## config.mk

```make
export PLATFORM = sky130hd
export DESIGN_NAME = decode_stage
export DESIGN_NICKNAME = d
export VERILOG_FILES = /design/src/rtl/decode_stage_pkg.sv /design/src/rtl/decode_stage_decode_logic.sv /design/src/rtl/decode_stage.sv
export SDC_FILE = /design/constraint.sdc
export NUM_CORES = 1
export LEC_CHECK = 0
export ABC_AREA = 1
export CAP_MARGIN = 10
export CELL_PAD_IN_SITES_DETAIL_PLACEMENT = 1
export CELL_PAD_IN_SITES_GLOBAL_PLACEMENT = 1
export CORE_MARGIN = 2
export CORE_UTILIZATION = 35
export DETAILED_ROUTE_END_ITERATION = 10
export HOLD_SLACK_MARGIN = 0.05
export PLACE_DENSITY = 0.74
export SLEW_MARGIN = 20
export SYNTH_ARGS = -nofsm -noshare
export SYNTH_HDL_FRONTEND = slang
export SYNTH_HIERARCHICAL = 1
export SYNTH_SLANG_ARGS = --single-unit
```

## constraint.sdc

```tcl
create_clock -name clk -period 1.65 [get_ports clk]
set_input_delay 0.33 -clock clk [delete_from_list [all_inputs] [get_ports clk]]
set_output_delay 0.33 -clock clk [all_outputs]
set_load 0.005 [all_outputs]
```

## src/rtl/decode_stage_pkg.sv

```systemverilog
// Shared RV32I decode definitions: opcodes, funct encodings, ALU codes and the
// decoded control bundle passed from decode to execute.
package decode_stage_pkg;

    localparam int unsigned XLEN      = 32;
    localparam int unsigned ALUCODE_W = 5;
    localparam int unsigned REG_W     = 5;

    localparam logic [6:0] OPC_OP     = 7'b0110011;
    localparam logic [6:0] OPC_OP_IMM = 7'b0010011;
    localparam logic [6:0] OPC_LUI    = 7'b0110111;
    localparam logic [6:0] OPC_AUIPC  = 7'b0010111;
    localparam logic [6:0] OPC_LOAD   = 7'b0000011;
    localparam logic [6:0] OPC_STORE  = 7'b0100011;
    localparam logic [6:0] OPC_BRANCH = 7'b1100011;
    localparam logic [6:0] OPC_JAL    = 7'b1101111;
    localparam logic [6:0] OPC_JALR   = 7'b1100111;

    localparam logic [6:0] F7_BASE = 7'b0000000;
    localparam logic [6:0] F7_ALT  = 7'b0100000;

    localparam logic [2:0] F3_ADD_SUB = 3'b000;
    localparam logic [2:0] F3_SLL     = 3'b001;
    localparam logic [2:0] F3_SLT     = 3'b010;
    localparam logic [2:0] F3_SLTU    = 3'b011;
    localparam logic [2:0] F3_XOR     = 3'b100;
    localparam logic [2:0] F3_SR      = 3'b101;
    localparam logic [2:0] F3_OR      = 3'b110;
    localparam logic [2:0] F3_AND     = 3'b111;

    localparam logic [2:0] F3_LB  = 3'b000;
    localparam logic [2:0] F3_LH  = 3'b001;
    localparam logic [2:0] F3_LW  = 3'b010;
    localparam logic [2:0] F3_LBU = 3'b100;
    localparam logic [2:0] F3_LHU = 3'b101;

    localparam logic [2:0] F3_SB = 3'b000;
    localparam logic [2:0] F3_SH = 3'b001;
    localparam logic [2:0] F3_SW = 3'b010;

    localparam logic [2:0] F3_BEQ  = 3'b000;
    localparam logic [2:0] F3_BNE  = 3'b001;
    localparam logic [2:0] F3_BLT  = 3'b100;
    localparam logic [2:0] F3_BGE  = 3'b101;
    localparam logic [2:0] F3_BLTU = 3'b110;
    localparam logic [2:0] F3_BGEU = 3'b111;

    localparam logic [2:0] F3_JALR = 3'b000;

    localparam logic [ALUCODE_W-1:0] ALU_ADD  = 5'd0;
    localparam logic [ALUCODE_W-1:0] ALU_SUB  = 5'd1;
    localparam logic [ALUCODE_W-1:0] ALU_SLL  = 5'd2;
    localparam logic [ALUCODE_W-1:0] ALU_SLT  = 5'd3;
    localparam logic [ALUCODE_W-1:0] ALU_SLTU = 5'd4;
    localparam logic [ALUCODE_W-1:0] ALU_XOR  = 5'd5;
    localparam logic [ALUCODE_W-1:0] ALU_SRL  = 5'd6;
    localparam logic [ALUCODE_W-1:0] ALU_SRA  = 5'd7;
    localparam logic [ALUCODE_W-1:0] ALU_OR   = 5'd8;
    localparam logic [ALUCODE_W-1:0] ALU_AND  = 5'd9;
    localparam logic [ALUCODE_W-1:0] ALU_LUI  = 5'd10;

    typedef struct packed {
        logic [XLEN-1:0]      imm;
        logic [ALUCODE_W-1:0] alucode;
        logic                 using_r2;
        logic                 using_pc;
        logic [REG_W-1:0]     rs1;
        logic [REG_W-1:0]     rs2;
        logic [REG_W-1:0]     rd;
        logic                 reg_we;
        logic                 mem_re;
        logic                 mem_we;
        logic [2:0]           funct3;
        logic                 is_branch;
        logic                 is_jal;
        logic                 is_jalr;
        logic                 illegal;
    } dec_t;

    // Register-register / register-immediate ALU op from funct3 and the alternate bit.
    function automatic logic [ALUCODE_W-1:0] alu_op(input logic [2:0] f3, input logic alt);
        logic [ALUCODE_W-1:0] op;
        case (f3)
            F3_ADD_SUB: op = alt ? ALU_SUB : ALU_ADD;
            F3_SLL:     op = ALU_SLL;
            F3_SLT:     op = ALU_SLT;
            F3_SLTU:    op = ALU_SLTU;
            F3_XOR:     op = ALU_XOR;
            F3_SR:      op = alt ? ALU_SRA : ALU_SRL;
            F3_OR:      op = ALU_OR;
            default:    op = ALU_AND;
        endcase
        return op;
    endfunction

    function automatic dec_t dec_reset();
        dec_t d;
        d         = '0;
        d.alucode = ALU_ADD;
        return d;
    endfunction

endpackage

```

## src/rtl/decode_stage_decode_logic.sv

```systemverilog
// Combinational RV32I decoder: instruction word to execute control bundle.
module decode_logic
    import decode_stage_pkg::*;
(
    input  logic [31:0] inst_i,
    output dec_t        dec_o
);

    logic [6:0]      opcode;
    logic [2:0]      f3;
    logic [6:0]      f7;
    logic [XLEN-1:0] imm_i, imm_s, imm_b, imm_u, imm_j;
    logic            legal;
    logic            we;
    dec_t            d;

    assign opcode = inst_i[6:0];
    assign f3     = inst_i[14:12];
    assign f7     = inst_i[31:25];

    assign imm_i = {{20{inst_i[31]}}, inst_i[31:20]};
    assign imm_s = {{20{inst_i[31]}}, inst_i[31:25], inst_i[11:7]};
    assign imm_b = {{19{inst_i[31]}}, inst_i[31], inst_i[7], inst_i[30:25], inst_i[11:8], 1'b0};
    assign imm_u = {inst_i[31:12], 12'b0};
    assign imm_j = {{11{inst_i[31]}}, inst_i[31], inst_i[19:12], inst_i[20], inst_i[30:21], 1'b0};

    always_comb begin
        d         = '0;
        d.alucode = ALU_ADD;
        d.rs1     = inst_i[19:15];
        d.rs2     = inst_i[24:20];
        d.rd      = inst_i[11:7];
        d.funct3  = f3;
        legal     = 1'b1;
        we        = 1'b0;
        case (opcode)
            OPC_OP: begin
                d.alucode  = alu_op(f3, f7 == F7_ALT);
                d.using_r2 = 1'b1;
                we         = 1'b1;
                legal      = (f7 == F7_BASE) ||
                             ((f7 == F7_ALT) && ((f3 == F3_ADD_SUB) || (f3 == F3_SR)));
            end
            OPC_OP_IMM: begin
                d.alucode = alu_op(f3, (f3 == F3_SR) && (f7 == F7_ALT));
                we        = 1'b1;
                if ((f3 == F3_SLL) || (f3 == F3_SR)) begin
                    // Shift amount is zero-extended; upper bits are funct7.
                    d.imm = {27'b0, inst_i[24:20]};
                    legal = (f7 == F7_BASE) || ((f3 == F3_SR) && (f7 == F7_ALT));
                end else begin
                    d.imm = imm_i;
                end
            end
            OPC_LUI: begin
                d.alucode = ALU_LUI;
                d.imm     = imm_u;
                we        = 1'b1;
            end
            OPC_AUIPC: begin
                d.using_pc = 1'b1;
                d.imm      = imm_u;
                we         = 1'b1;
            end
            OPC_LOAD: begin
                d.imm    = imm_i;
                d.mem_re = 1'b1;
                we       = 1'b1;
                legal    = (f3 == F3_LB) || (f3 == F3_LH) || (f3 == F3_LW) ||
                           (f3 == F3_LBU) || (f3 == F3_LHU);
            end
            OPC_STORE: begin
                d.imm    = imm_s;
                d.mem_we = 1'b1;
                legal    = (f3 == F3_SB) || (f3 == F3_SH) || (f3 == F3_SW);
            end
            OPC_BRANCH: begin
                d.using_pc  = 1'b1;
                d.imm       = imm_b;
                d.is_branch = 1'b1;
                legal       = (f3 == F3_BEQ) || (f3 == F3_BNE) || (f3 == F3_BLT) ||
                              (f3 == F3_BGE) || (f3 == F3_BLTU) || (f3 == F3_BGEU);
            end
            OPC_JAL: begin
                d.using_pc = 1'b1;
                d.imm      = imm_j;
                d.is_jal   = 1'b1;
                we         = 1'b1;
            end
            OPC_JALR: begin
                d.imm     = imm_i;
                d.is_jalr = 1'b1;
                we        = 1'b1;
                legal     = (f3 == F3_JALR);
            end
            default: legal = 1'b0;
        endcase
        // Illegal words still flow downstream but must have no side effects.
        if (!legal) begin
            d.illegal   = 1'b1;
            d.alucode   = ALU_ADD;
            d.mem_re    = 1'b0;
            d.mem_we    = 1'b0;
            d.is_branch = 1'b0;
            d.is_jal    = 1'b0;
            d.is_jalr   = 1'b0;
            we          = 1'b0;
        end
        d.reg_we = we && (d.rd != 5'd0);
    end

    assign dec_o = d;

endmodule

```

## src/rtl/decode_stage.sv

```systemverilog
// Decode pipeline stage: RV32I decoder feeding a registered output slot backed
// by a one-entry skid register so downstream stalls never drop an instruction.
module decode_stage
    import decode_stage_pkg::*;
#(
    parameter int unsigned XLEN = decode_stage_pkg::XLEN
) (
    input  logic            clk,
    input  logic            rst_n,
    input  logic            flush,
    input  logic            in_valid,
    output logic            in_ready,
    input  logic [31:0]     in_inst,
    input  logic [XLEN-1:0] in_pc,
    output logic            out_valid,
    input  logic            out_ready,
    output logic [XLEN-1:0] out_pc,
    output logic [XLEN-1:0] out_imm,
    output logic [4:0]      out_alucode,
    output logic            out_using_r2,
    output logic            out_using_pc,
    output logic [4:0]      out_rs1,
    output logic [4:0]      out_rs2,
    output logic [4:0]      out_rd,
    output logic            out_reg_we,
    output logic            out_mem_re,
    output logic            out_mem_we,
    output logic [2:0]      out_funct3,
    output logic            out_is_branch,
    output logic            out_is_jal,
    output logic            out_is_jalr,
    output logic            out_illegal
);

    dec_t            dec_c;
    dec_t            out_dec_q, out_dec_d, skid_dec_q, skid_dec_d;
    logic [XLEN-1:0] out_pc_q, out_pc_d, skid_pc_q, skid_pc_d;
    logic            out_valid_q, out_valid_d, skid_valid_q, skid_valid_d;
    logic            in_ready_q;
    logic            accept, primary_free;

    decode_logic u_decode_logic (
        .inst_i (in_inst),
        .dec_o  (dec_c)
    );

    assign accept       = in_valid && in_ready_q;
    assign primary_free = !out_valid_q || out_ready;

    // Slot steering: skid drains first, flush kills everything held.
    always_comb begin
        out_dec_d    = out_dec_q;
        out_pc_d     = out_pc_q;
        out_valid_d  = out_valid_q;
        skid_dec_d   = skid_dec_q;
        skid_pc_d    = skid_pc_q;
        skid_valid_d = skid_valid_q;
        if (flush) begin
            out_valid_d  = 1'b0;
            skid_valid_d = 1'b0;
        end else if (primary_free) begin
            if (skid_valid_q) begin
                out_dec_d    = skid_dec_q;
                out_pc_d     = skid_pc_q;
                out_valid_d  = 1'b1;
                skid_valid_d = 1'b0;
            end else if (accept) begin
                out_dec_d   = dec_c;
                out_pc_d    = in_pc;
                out_valid_d = 1'b1;
            end else begin
                out_valid_d = 1'b0;
            end
        end else if (accept) begin
            skid_dec_d   = dec_c;
            skid_pc_d    = in_pc;
            skid_valid_d = 1'b1;
        end
    end

    always_ff @(posedge clk or negedge rst_n) begin
        if (!rst_n) begin
            out_dec_q    <= dec_reset();
            out_pc_q     <= '0;
            out_valid_q  <= 1'b0;
            skid_dec_q   <= dec_reset();
            skid_pc_q    <= '0;
            skid_valid_q <= 1'b0;
            in_ready_q   <= 1'b1;
        end else begin
            out_dec_q    <= out_dec_d;
            out_pc_q     <= out_pc_d;
            out_valid_q  <= out_valid_d;
            skid_dec_q   <= skid_dec_d;
            skid_pc_q    <= skid_pc_d;
            skid_valid_q <= skid_valid_d;
            in_ready_q   <= !skid_valid_d;
        end
    end

    assign in_ready      = in_ready_q;
    assign out_valid     = out_valid_q;
    assign out_pc        = out_pc_q;
    assign out_imm       = out_dec_q.imm;
    assign out_alucode   = out_dec_q.alucode;
    assign out_using_r2  = out_dec_q.using_r2;
    assign out_using_pc  = out_dec_q.using_pc;
    assign out_rs1       = out_dec_q.rs1;
    assign out_rs2       = out_dec_q.rs2;
    assign out_rd        = out_dec_q.rd;
    assign out_reg_we    = out_dec_q.reg_we;
    assign out_mem_re    = out_dec_q.mem_re;
    assign out_mem_we    = out_dec_q.mem_we;
    assign out_funct3    = out_dec_q.funct3;
    assign out_is_branch = out_dec_q.is_branch;
    assign out_is_jal    = out_dec_q.is_jal;
    assign out_is_jalr   = out_dec_q.is_jalr;
    assign out_illegal   = out_dec_q.illegal;

endmodule

```

==> results of run 1 <==
## area by class of cell
type                            instances  area share, %
Clock buffer                           19           3.30
Clock inverter                         13          0.849
Inverter                               30          0.849
Multi-Input combinational cell       1022           33.1
Sequential cell                       195           35.6
Tap cell                              378           3.45
Timing Repair Buffer                  311           22.9
## per-stage QoR
stage                     util, %  instance area [um^2]
after floorplan                 -                  9950
after global routing         49.2                 13700
after detailed placement     45.7                 12700
after global placement       45.7                 12700
after CTS                    48.1                 13400
final                        49.2                 13700
## cell usage after synthesis, drive strengths merged
cell    number
nand4        1
clkbuf      34
a21boi       5
o22ai        2
inv         30
nand2      723
a31oi        1
nand3b       2
nor2        30
a21oi        6
nand3      242
nor3         2
o21ai        7
buf         71
dfstp        1
conb         1
dfrtp      194
## logic make-up (layout without fill, tap and decap cells)
kind of cell / Yosys count / after routing / share of synthesized area (%)
AND/OR/NAND/NOR: 1000 / 1000 / 42.8
flip-flops: 195 / 195 / 49.0
AO/OA/AOI/OAI: 21 / 21 / 1.29
buffers and inverters: 135 / 373 / 6.80
other: 1 / 1 / 0.0377
## sequential cells by signal, summed over array words and instances, names as in the netlist, 3 cells and up
name         cells
out_alucode      5
out_rs1          5
out_pc          32
out_imm         32
skid_pc_q       32
skid_dec_q      64
out_rd           5
out_rs2          5
out_funct3       3
## repair_timing
| item | CTS | global route |
|---|---|---|
| setup buffers | 9 | 20 |
| setup endpoints to repair | 114 | 67 |
| resized for setup | 83 | 70 |
| pin swaps | 6 | 12 |
| hold buffers | 1 | 0 |
| endpoints found under the hold margin | 37 | 0 |
## layer usage
metal  vias up  GRT usage [%]
li1       4679              -
met1      4820           31.6
met2       219           39.0
met3        24           3.72
met4         0           4.56
met5         -              0
## cell usage in the layout (no fill, tap or decap), types with 2 or more instances in the layout
| cell | count |
|---|---|
| nand2_2 | 10 |
| a21oi_1 | 4 |
| clkinv_4 | 5 |
| nand3_4 | 5 |
| dlymetal6s2s_1 | 46 |
| nor2_4 | 10 |
| dfrtp_1 | 192 |
| nor2_2 | 13 |
| inv_6 | 3 |
| nor2_1 | 7 |
| clkbuf_16 | 17 |
| buf_6 | 3 |
| inv_1 | 22 |
| nand3_2 | 13 |
| inv_2 | 6 |
| a21boi_1 | 5 |
| clkbuf_8 | 3 |
| nand2_1 | 707 |
| o22ai_1 | 2 |
| clkdlybuf4s50_1 | 56 |
| inv_8 | 3 |
| nand3b_1 | 2 |
| dlygate4sd2_1 | 58 |
| clkinv_2 | 2 |
| nand3_1 | 224 |
| o21ai_0 | 5 |
| clkbuf_2 | 2 |
| buf_12 | 26 |
| clkdlybuf4s15_1 | 3 |
| nand2_4 | 6 |
| buf_4 | 114 |
## power groups by stage
| stage | registers (mW) | clock network (mW) | logic [mW] |
|---|---|---|---|
| after floorplan | 5.79 | 0 | 0.942 |
| after global placement | 5.80 | 0 | 2.25 |
| after detailed placement | 5.84 | 0 | 2.31 |
| after CTS | 5.74 | 4.24 | 2.29 |
| after global routing | 5.81 | 4.48 | 2.58 |
| final | 5.73 | 4.14 | 2.32 |
## path summary, 6_finish.rpt
check / start / end / cells after the start
min: rst_n / out_pc[26]$_DFFE_PN0P_ / 2
min reg2reg: out_imm[13]$_DFFE_PN0P_ / out_imm[13]$_DFFE_PN0P_ / 2
max: out_pc[19]$_DFFE_PN0P_ / out_pc[19] / 1
max in group asynchronous: rst_n / skid_dec_q[27]$_DFFE_PN0P_ / 3
max reg2reg: in_ready$_DFF_PN1_ / skid_dec_q[27]$_DFFE_PN0P_ / 6
min in group clk: in_inst[29] / skid_dec_q[41]$_DFFE_PN0P_ / 6
==> impl_metrics.yaml, run 1 <==
worst_setup_path:
  cp_cell_sequence: "clkdlybuf4s50_1"
  cp.buffers_inverters: 1
  critPathLaunchType: "register"
  crit_slowest_cell: "clkdlybuf4s50_1"
  cpPeakStageDelay_ns: 0.50
  path_max_fanout: 2
  path_class: "reg2out"
  end_kind: "primary output"
  reg2reg_slack_ns: 0.17
  critPathTopFamily: "buffers and inverters"
  arrival_ns: 1.29
  critPathRequiredTime_ns: 1.32
global_routing:
  grt_overflow: 0
  grtUsageTotal_pct: 23.1
  antenna_found_initial: 0
  grt_pass1_wl_um: 55700
  first_global_vias: 10200
  grt_max_degree: 97
routing:
  ant_nets: 0
  wl_um: 34300
  top_layer_used: "met4"
  vias_per_cell: 4.95
  drt-met1-wl_um: 16000
  wl_met3_um: 1330
  route.met2.wl_um: 16500
  dr.pass1.iters: 5
  drt_iter0_drc: 804
  via_count: 9742
  drc: 0
  wl_per_cell_um: 17.4
finish:
  area_growth_pct: 37.7
  multi_input_area_um2: 4530
  drive_gt1_share_pct: 15.8
  nFillCells: 3446
  final_cells: 1968
  nets: 1646
  area.sequential_um2: 4890
  antenna_cells: 0
timing:
  finalSetupTns_ns: 0
  min_period_ns: 1.62
  max_freq_mhz: 618
  fin_crit_sh_pct: 98.0
  hold_viol: 0
  whs_ns: 0.402
  slew_violations: 0
  fin_ws_ns: 0.0324
  finalSetupViolCount: 0
  fin_skew_ns: 0.0104
synth:
  synth_seq_area_share_pct: 49.0
  syn_inst: 1352
  ys_ff_latch: 195
  synth.avg_cell_area_um2: 7.36
  yosys.area.top_type: "dfrtp_1"
  synth_top_area_share_pct: 48.8
  synth_nets: 1421
  synth.distinct_cells: 31
  synth_area_um2: 9950
  synthTopCellsByArea: "dfrtp_1 (49%), nand2_1 (27%), nand3_1 (11%)"
  yosysWarnings: 6
clocking:
  clk_pin_slew_ns: 0.08
  clk_latency_ns: 0.43
  cts_buffer_depth: 2
  numCtsBuffers: 17
  htreeDepth: 4
  cts_tree: "built"
  root_buffer: "clkbuf_16"
  clock-sinks: 195
power_and_ir_drop:
  p_sw_mw: 3.61
  p_int_mw: 8.57
  swShare_pct: 29.7
  clkPwrFrac_pct: 33.9
  pwr-share-seq_pct: 47.0
  p_total_mw: 12.2
  p_leak_nw: 8.17
  irDropWorstVdd_mv: 0.522
  power_frac_comb_pct: 19.1
  powerDensity_nw_per_um2: 889
floorplan:
  coreArea_um2: 27900
  dieArea_um2: 29800
  initial_utilization_pct: 35.7
  io_pins: 167
  fp.dieH_um: 173
  die_x_um: 173
  fp-row-count: 61
worst_hold_path:
  hp-class: "in2async"
place:
  place_congestion: 0.902
  placed_cells: 1906
  pre_cts_slack_ns: -0.678
  dp_hpwl_um: 23600
  portBuffers: 166
outcome:
  status: "completed"
flow_run:
  maxCapViolations: 0
Power figures use the tool's default switching activity.
==> run 2: changes to the inputs <==
--- a/config.mk
+++ b/config.mk
@@ -12,9 +12,10 @@
 export CORE_MARGIN = 2
 export CORE_UTILIZATION = 35
 export DETAILED_ROUTE_END_ITERATION = 10
+export DONT_BUFFER_PORTS = 1
 export HOLD_SLACK_MARGIN = 0.05
-export PLACE_DENSITY = 0.74
-export SLEW_MARGIN = 20
+export PLACE_DENSITY = 0.63
+export SLEW_MARGIN = 40
 export SYNTH_ARGS = -nofsm -noshare
 export SYNTH_HDL_FRONTEND = slang
 export SYNTH_HIERARCHICAL = 1
==> run 2 against run 1 <==
  * The flow now finishes with violations (hold timing)
  * Sequential power up 2%
  * Largest cell class unchanged
  * Clock power up 8.2%
  * Register-to-register slack worse by 0.03 ns
  * Sequential cell count unchanged
  * Critical endpoint is now out_pc[1]$_DFFE_PN0P_
  * Highest routed layer unchanged
  * Final area down 15%
  * Sequential share of layout area up 6.4 points
==> impl_metrics.yaml, run 2 (synthesis results as in run 1) <==
outcome:
  status: "finished with violations"
  violations: "hold timing"
clocking:
  post_cts_buffers: 0
  cts_resized: 0
  numCtsBuffers: 17
  htreeDepth: 4
  clk_latency_ns: 0.44
  cts_buffer_depth: 2
  cts_tree: "built"
  postCtsHoldBufs: 51
  clk_pin_slew_ns: 0.08
  clock-sinks: 195
  root_buffer: "clkbuf_16"
finish:
  multi_input_area_um2: 4410
  top_register: "skid_dec_q"
  fin_util_pct: 41.7
  layout_common_cells: "nand2_1 (713), nand3_1 (227), dfrtp_1 (193)"
  largest_register_ffs: 64
  nFillCells: 3474
  antenna_cells: 0
  layout_commonest_cell: "nand2_1"
  nets: 1445
  area.sequential_um2: 4880
  drive_gt1_share_pct: 10.2
  area_growth_pct: 16.7
worst_setup_path:
  path_common_cell: "nand2_1"
  arrival_ns: 1.88
  critPathLaunchType: "register"
  critPathRequiredTime_ns: 2.02
  crit_slowest_cell: "dfrtp_4"
  worst_r2r_endpoint: "out_pc[1]$_DFFE_PN0P_"
  path_max_fanout: 42
  path_class: "reg2reg"
  critPathTopFamily: "flip-flops"
  cp.buffers_inverters: 2
  cpPeakStageDelay_ns: 0.51
  r2r.worst_path.cells: 6
  r2r_start: "skid_valid_q$_DFF_PN0_"
  end_kind: "register"
  cp_cell_sequence: "inv_4, nand2_4, nand3_4, buf_4, nand2_1, nand2_1"
  reg2reg_slack_ns: 0.14
global_routing:
  first_global_vias: 9396
  grt_max_degree: 196
  antenna_found_initial: 0
  grt_overflow: 0
  grt_pass1_wl_um: 54100
  grtUsageTotal_pct: 22.8
place:
  pre_cts_slack_ns: -0.101
  place_congestion: 0.826
  dp_hpwl_um: 20800
  portBuffers: 0
power_and_ir_drop:
  p_total_mw: 11.6
  powerDensity_nw_per_um2: 1000
  p_leak_nw: 6.44
  irDropWorstVdd_mv: 0.491
floorplan:
  coreArea_um2: 27900
  die_x_um: 173
  fp.dieH_um: 173
  fp-row-count: 61
  dieArea_um2: 29800
  initial_utilization_pct: 35.7
  io_pins: 167
flow_run:
  maxCapViolations: 0
timing:
  fin_skew_ns: 0.00832
  fin_crit_sh_pct: 91.4
  slew_violations: 0
  finalSetupTns_ns: 0
  whs_ns: -0.417
  hold_viol: 195
  min_period_ns: 1.51
  max_freq_mhz: 663
  fin_ws_ns: 0.142
  finalSetupViolCount: 0
  grt_setup_unrepaired: "no"
routing:
  wl_um: 33100
  vias_per_cell: 5.07
  drc: 0
  wl_per_cell_um: 18.8
  dr.pass1.iters: 4
  via_count: 8949
  drt_iter0_drc: 521
  ant_nets: 0
worst_hold_path:
  hp-class: "in2async"
==> run 2: changes by cell type in the layout (fill, tap and decap cells not counted), moves of 4 or more <==
cell             before  now
buf_4               114   47
dlygate4sd2_1        58    0
clkdlybuf4s50_1      56    0
dlygate4sd3_1         1   51
dlymetal6s2s_1       46    0
buf_12               26   12
nor2_1                7   14
nand2_1             707  713
nor2_4               10    6
==> run 2: routing by layer <==
| layer | up-vias | track usage (%) | wire (um) |
|---|---|---|---|
| met4 | 0 | 6.52 | 617 |
| met3 | 37 | 6.64 | 1890 |
| met5 | - | 0 | 0 |
| met2 | 170 | 37.3 | 15600 |
| li1 | 4279 | - | - |
| met1 | 4463 | 29.4 | 15000 |
==> run 2: how the worst max path moves through the flow <==
stage	from	cells after the start	endpoint	slack, ns
after floorplan	in_inst[13]	13	out_reg_we$_DFFE_PN0P_	0.13
final	skid_valid_q$_DFF_PN0_	6	out_pc[1]$_DFFE_PN0P_	0.14
after global placement	in_inst[3]	12	out_imm[11]$_DFFE_PN0P_	-0.12
after global routing	out_valid$_DFFE_PN0P_	5	out_mem_re$_DFFE_PN0P_	0.0008
after detailed placement	in_inst[3]	14	out_reg_we$_DFFE_PN0P_	-0.10
after CTS	skid_valid_q$_DFF_PN0_	6	out_pc[3]$_DFFE_PN0P_	0.14
==> run 2: per-stage QoR <==
stage / instance area [um^2] / hold WS (ns) / instances
after floorplan: 9950 / 0.0344 / 1352
after global placement: 10500 / 0.0407 / 1684
after detailed placement: 10500 / 0.0421 / 1684
after CTS: 11600 / -0.440 / 1766
final: 11600 / -0.417 / 1766
after global routing: 11600 / -0.451 / 1766
==> run 2: power by group <==
| part | internal [mW] | leakage (nW) | total, mW | switching [mW] |
|---|---|---|---|---|
| Clock | 2.56 | 0.306 | 4.48 | 1.92 |
| Combinational | 0.509 | 3.58 | 1.33 | 0.818 |
| Sequential | 5.40 | 2.56 | 5.82 | 0.419 |
==> run 2: area by class of cell <==
cell class | count | share of cell area (%)
clock buffers | 21 | 4.14
clock inverters | 10 | 1.26
inverters | 30 | 1.00
multi-input cells | 1022 | 38.0
flip-flops and latches | 195 | 42.1
well taps | 378 | 4.07
repair buffers | 110 | 9.50
==> run 3: changes to the inputs <==
--- a/config.mk
+++ b/config.mk
@@ -10,11 +10,11 @@
 export CELL_PAD_IN_SITES_DETAIL_PLACEMENT = 1
 export CELL_PAD_IN_SITES_GLOBAL_PLACEMENT = 1
 export CORE_MARGIN = 2
-export CORE_UTILIZATION = 35
+export CORE_UTILIZATION = 46
 export DETAILED_ROUTE_END_ITERATION = 10
 export DONT_BUFFER_PORTS = 1
 export HOLD_SLACK_MARGIN = 0.05
-export PLACE_DENSITY = 0.63
+export PLACE_DENSITY = 0.8
 export SLEW_MARGIN = 40
 export SYNTH_ARGS = -nofsm -noshare
 export SYNTH_HDL_FRONTEND = slang
==> run 3 against run 2 <==
  * The flow still finishes with violations (hold timing)
  * Non-clock buffer count fell by 5
  * First-iteration DRC count rose by 3.5%
  * Sequential cell count did not move
  * Die area fell by 23%
  * Worst setup slack got worse by 0.024 ns
  * Combinational power barely moved
  * Critical endpoint is now out_mem_we$_DFFE_PN0P_
  * Highest routed layer unchanged
==> impl_metrics.yaml, run 3 (synthesis results as in run 1) <==
timing:
  whs_ns: -0.417
  max_freq_mhz: 653
  fin_skew_ns: 0.0110
  slew_violations: 0
  finalSetupViolCount: 0
  min_period_ns: 1.53
  hold_viol: 195
  fin_crit_sh_pct: 92.8
  grt_setup_unrepaired: "no"
  fin_ws_ns: 0.119
finish:
  antenna_cells: 0
  final_cells: 1659
  layout_common_cells: "nand2_1 (713), nand3_1 (227), dfrtp_1 (193)"
  largest_register_ffs: 64
  area_growth_pct: 14.3
  fin_util_pct: 53.8
  top_register: "skid_dec_q"
  drive_gt1_share_pct: 10.1
  nets: 1440
  layout_commonest_cell: "nand2_1"
power_and_ir_drop:
  p_int_mw: 8.20
  power_frac_comb_pct: 11.7
  p_total_mw: 11.4
  powerDensity_nw_per_um2: 1000
  p_sw_mw: 3.23
  pwr-share-seq_pct: 50.9
  swShare_pct: 28.3
  irDropWorstVdd_mv: 0.641
  p_leak_nw: 6.40
  clkPwrFrac_pct: 37.4
clocking:
  root_buffer: "clkbuf_16"
  clock-sinks: 195
  post_cts_buffers: 0
  cts_tree: "built"
  clk_pin_slew_ns: 0.07
  postCtsHoldBufs: 47
  cts_resized: 0
  numCtsBuffers: 17
  cts_buffer_depth: 2
  clk_latency_ns: 0.44
  htreeDepth: 4
place:
  placed_cells: 1580
  dp_hpwl_um: 19400
  place_congestion: 0.890
  pre_cts_slack_ns: -0.173
  portBuffers: 0
global_routing:
  grtUsageTotal_pct: 29.1
  grt_max_degree: 196
  antenna_found_initial: 0
  grt_pass1_wl_um: 51300
  grt_overflow: 0
  first_global_vias: 9481
flow_run:
  maxCapViolations: 0
floorplan:
  io_pins: 167
  fp-row-count: 53
  fp.dieH_um: 151
  dieArea_um2: 22800
  die_x_um: 151
  initial_utilization_pct: 47.0
  coreArea_um2: 21200
routing:
  dr.pass1.iters: 5
  wl_um: 32500
  ant_nets: 0
  wl_per_cell_um: 19.6
  drc: 0
  via_count: 9191
  drt_iter0_drc: 539
  vias_per_cell: 5.54
worst_setup_path:
  critPathLaunchType: "register"
  end_kind: "register"
  critPathRequiredTime_ns: 2.02
  arrival_ns: 1.91
  path_max_fanout: 75
  path_class: "reg2reg"
outcome:
  violations: "hold timing"
  status: "finished with violations"
worst_hold_path:
  hp-class: "in2async"
## run 3: cell count changes in the layout (fill, tap and decap cells not counted), sizes merged
cell         previous run  this run
buf                    59        58
bufinv                  3         2
clkinvlp                1         2
inv                    31        34
dlygate4sd3            51        47
clkbuf                 21        19
## run 3: area by class of cell
class	instances	area (um^2)
fillers	2625	9780
flip-flops and latches	195	4880
multi-input cells	1022	4410
repair buffers	105	1030
clock buffers	19	443
well taps	275	344
clock inverters	13	149
inverters	30	116
## run 3: metal layers
layer	track usage [%]	share of wire [%]	vias to the layer above	wire length, um
met3	5.72	6.0	35	1950
li1	-	-	4280	-
met4	6.87	1.4	0	444
met1	37.6	43	4631	13900
met5	0	0	-	0
met2	50.5	50	245	16200
## run 3: worst max-delay path: stages, from the launching register on
cell,delay [ns]
dfstp_2,0.55
nand2_1,0.13
nand2_4,0.15
buf_12,0.34
nand3_1,0.19
nand2_1,0.10
## run 3: path summary, 6_finish.rpt
kind	slack (ns)	startpoint	cells past startpoint	endpoint
worst min register to register	0.48	skid_pc_q[21]$_DFFE_PN0P_	2	skid_pc_q[21]$_DFFE_PN0P_
max in group asynchronous	1.78	rst_n	0	in_ready$_DFF_PN1_
worst min-delay path	-0.42	rst_n	0	out_pc[27]$_DFFE_PN0P_
worst max-delay path	0.12	in_ready$_DFF_PN1_	5	out_mem_we$_DFFE_PN0P_
worst max register to register	0.12	in_ready$_DFF_PN1_	5	out_mem_we$_DFFE_PN0P_
min in group clk	0.06	in_inst[14]	2	skid_dec_q[6]$_DFFE_PN0P_
## run 3: stage by stage
stage               cell area, um^2  hold slack (ns)  setup TNS, ns
finish                        11400           -0.417              0
global route                  11400           -0.436              0
CTS                           11400           -0.429              0
detailed placement            10300           0.0392          -1.59
global placement              10300           0.0416         -0.340
floorplan                      9950           0.0344              0
## run 3: power by group through the flow
stage	clock (mW)	combinational, mW	sequential (mW)
after detailed placement	0	1.21	5.90
after floorplan	0	0.942	5.79
after global placement	0	1.15	5.88
after global routing	4.51	1.52	5.90
after CTS	4.34	1.32	5.82
final	4.27	1.34	5.82
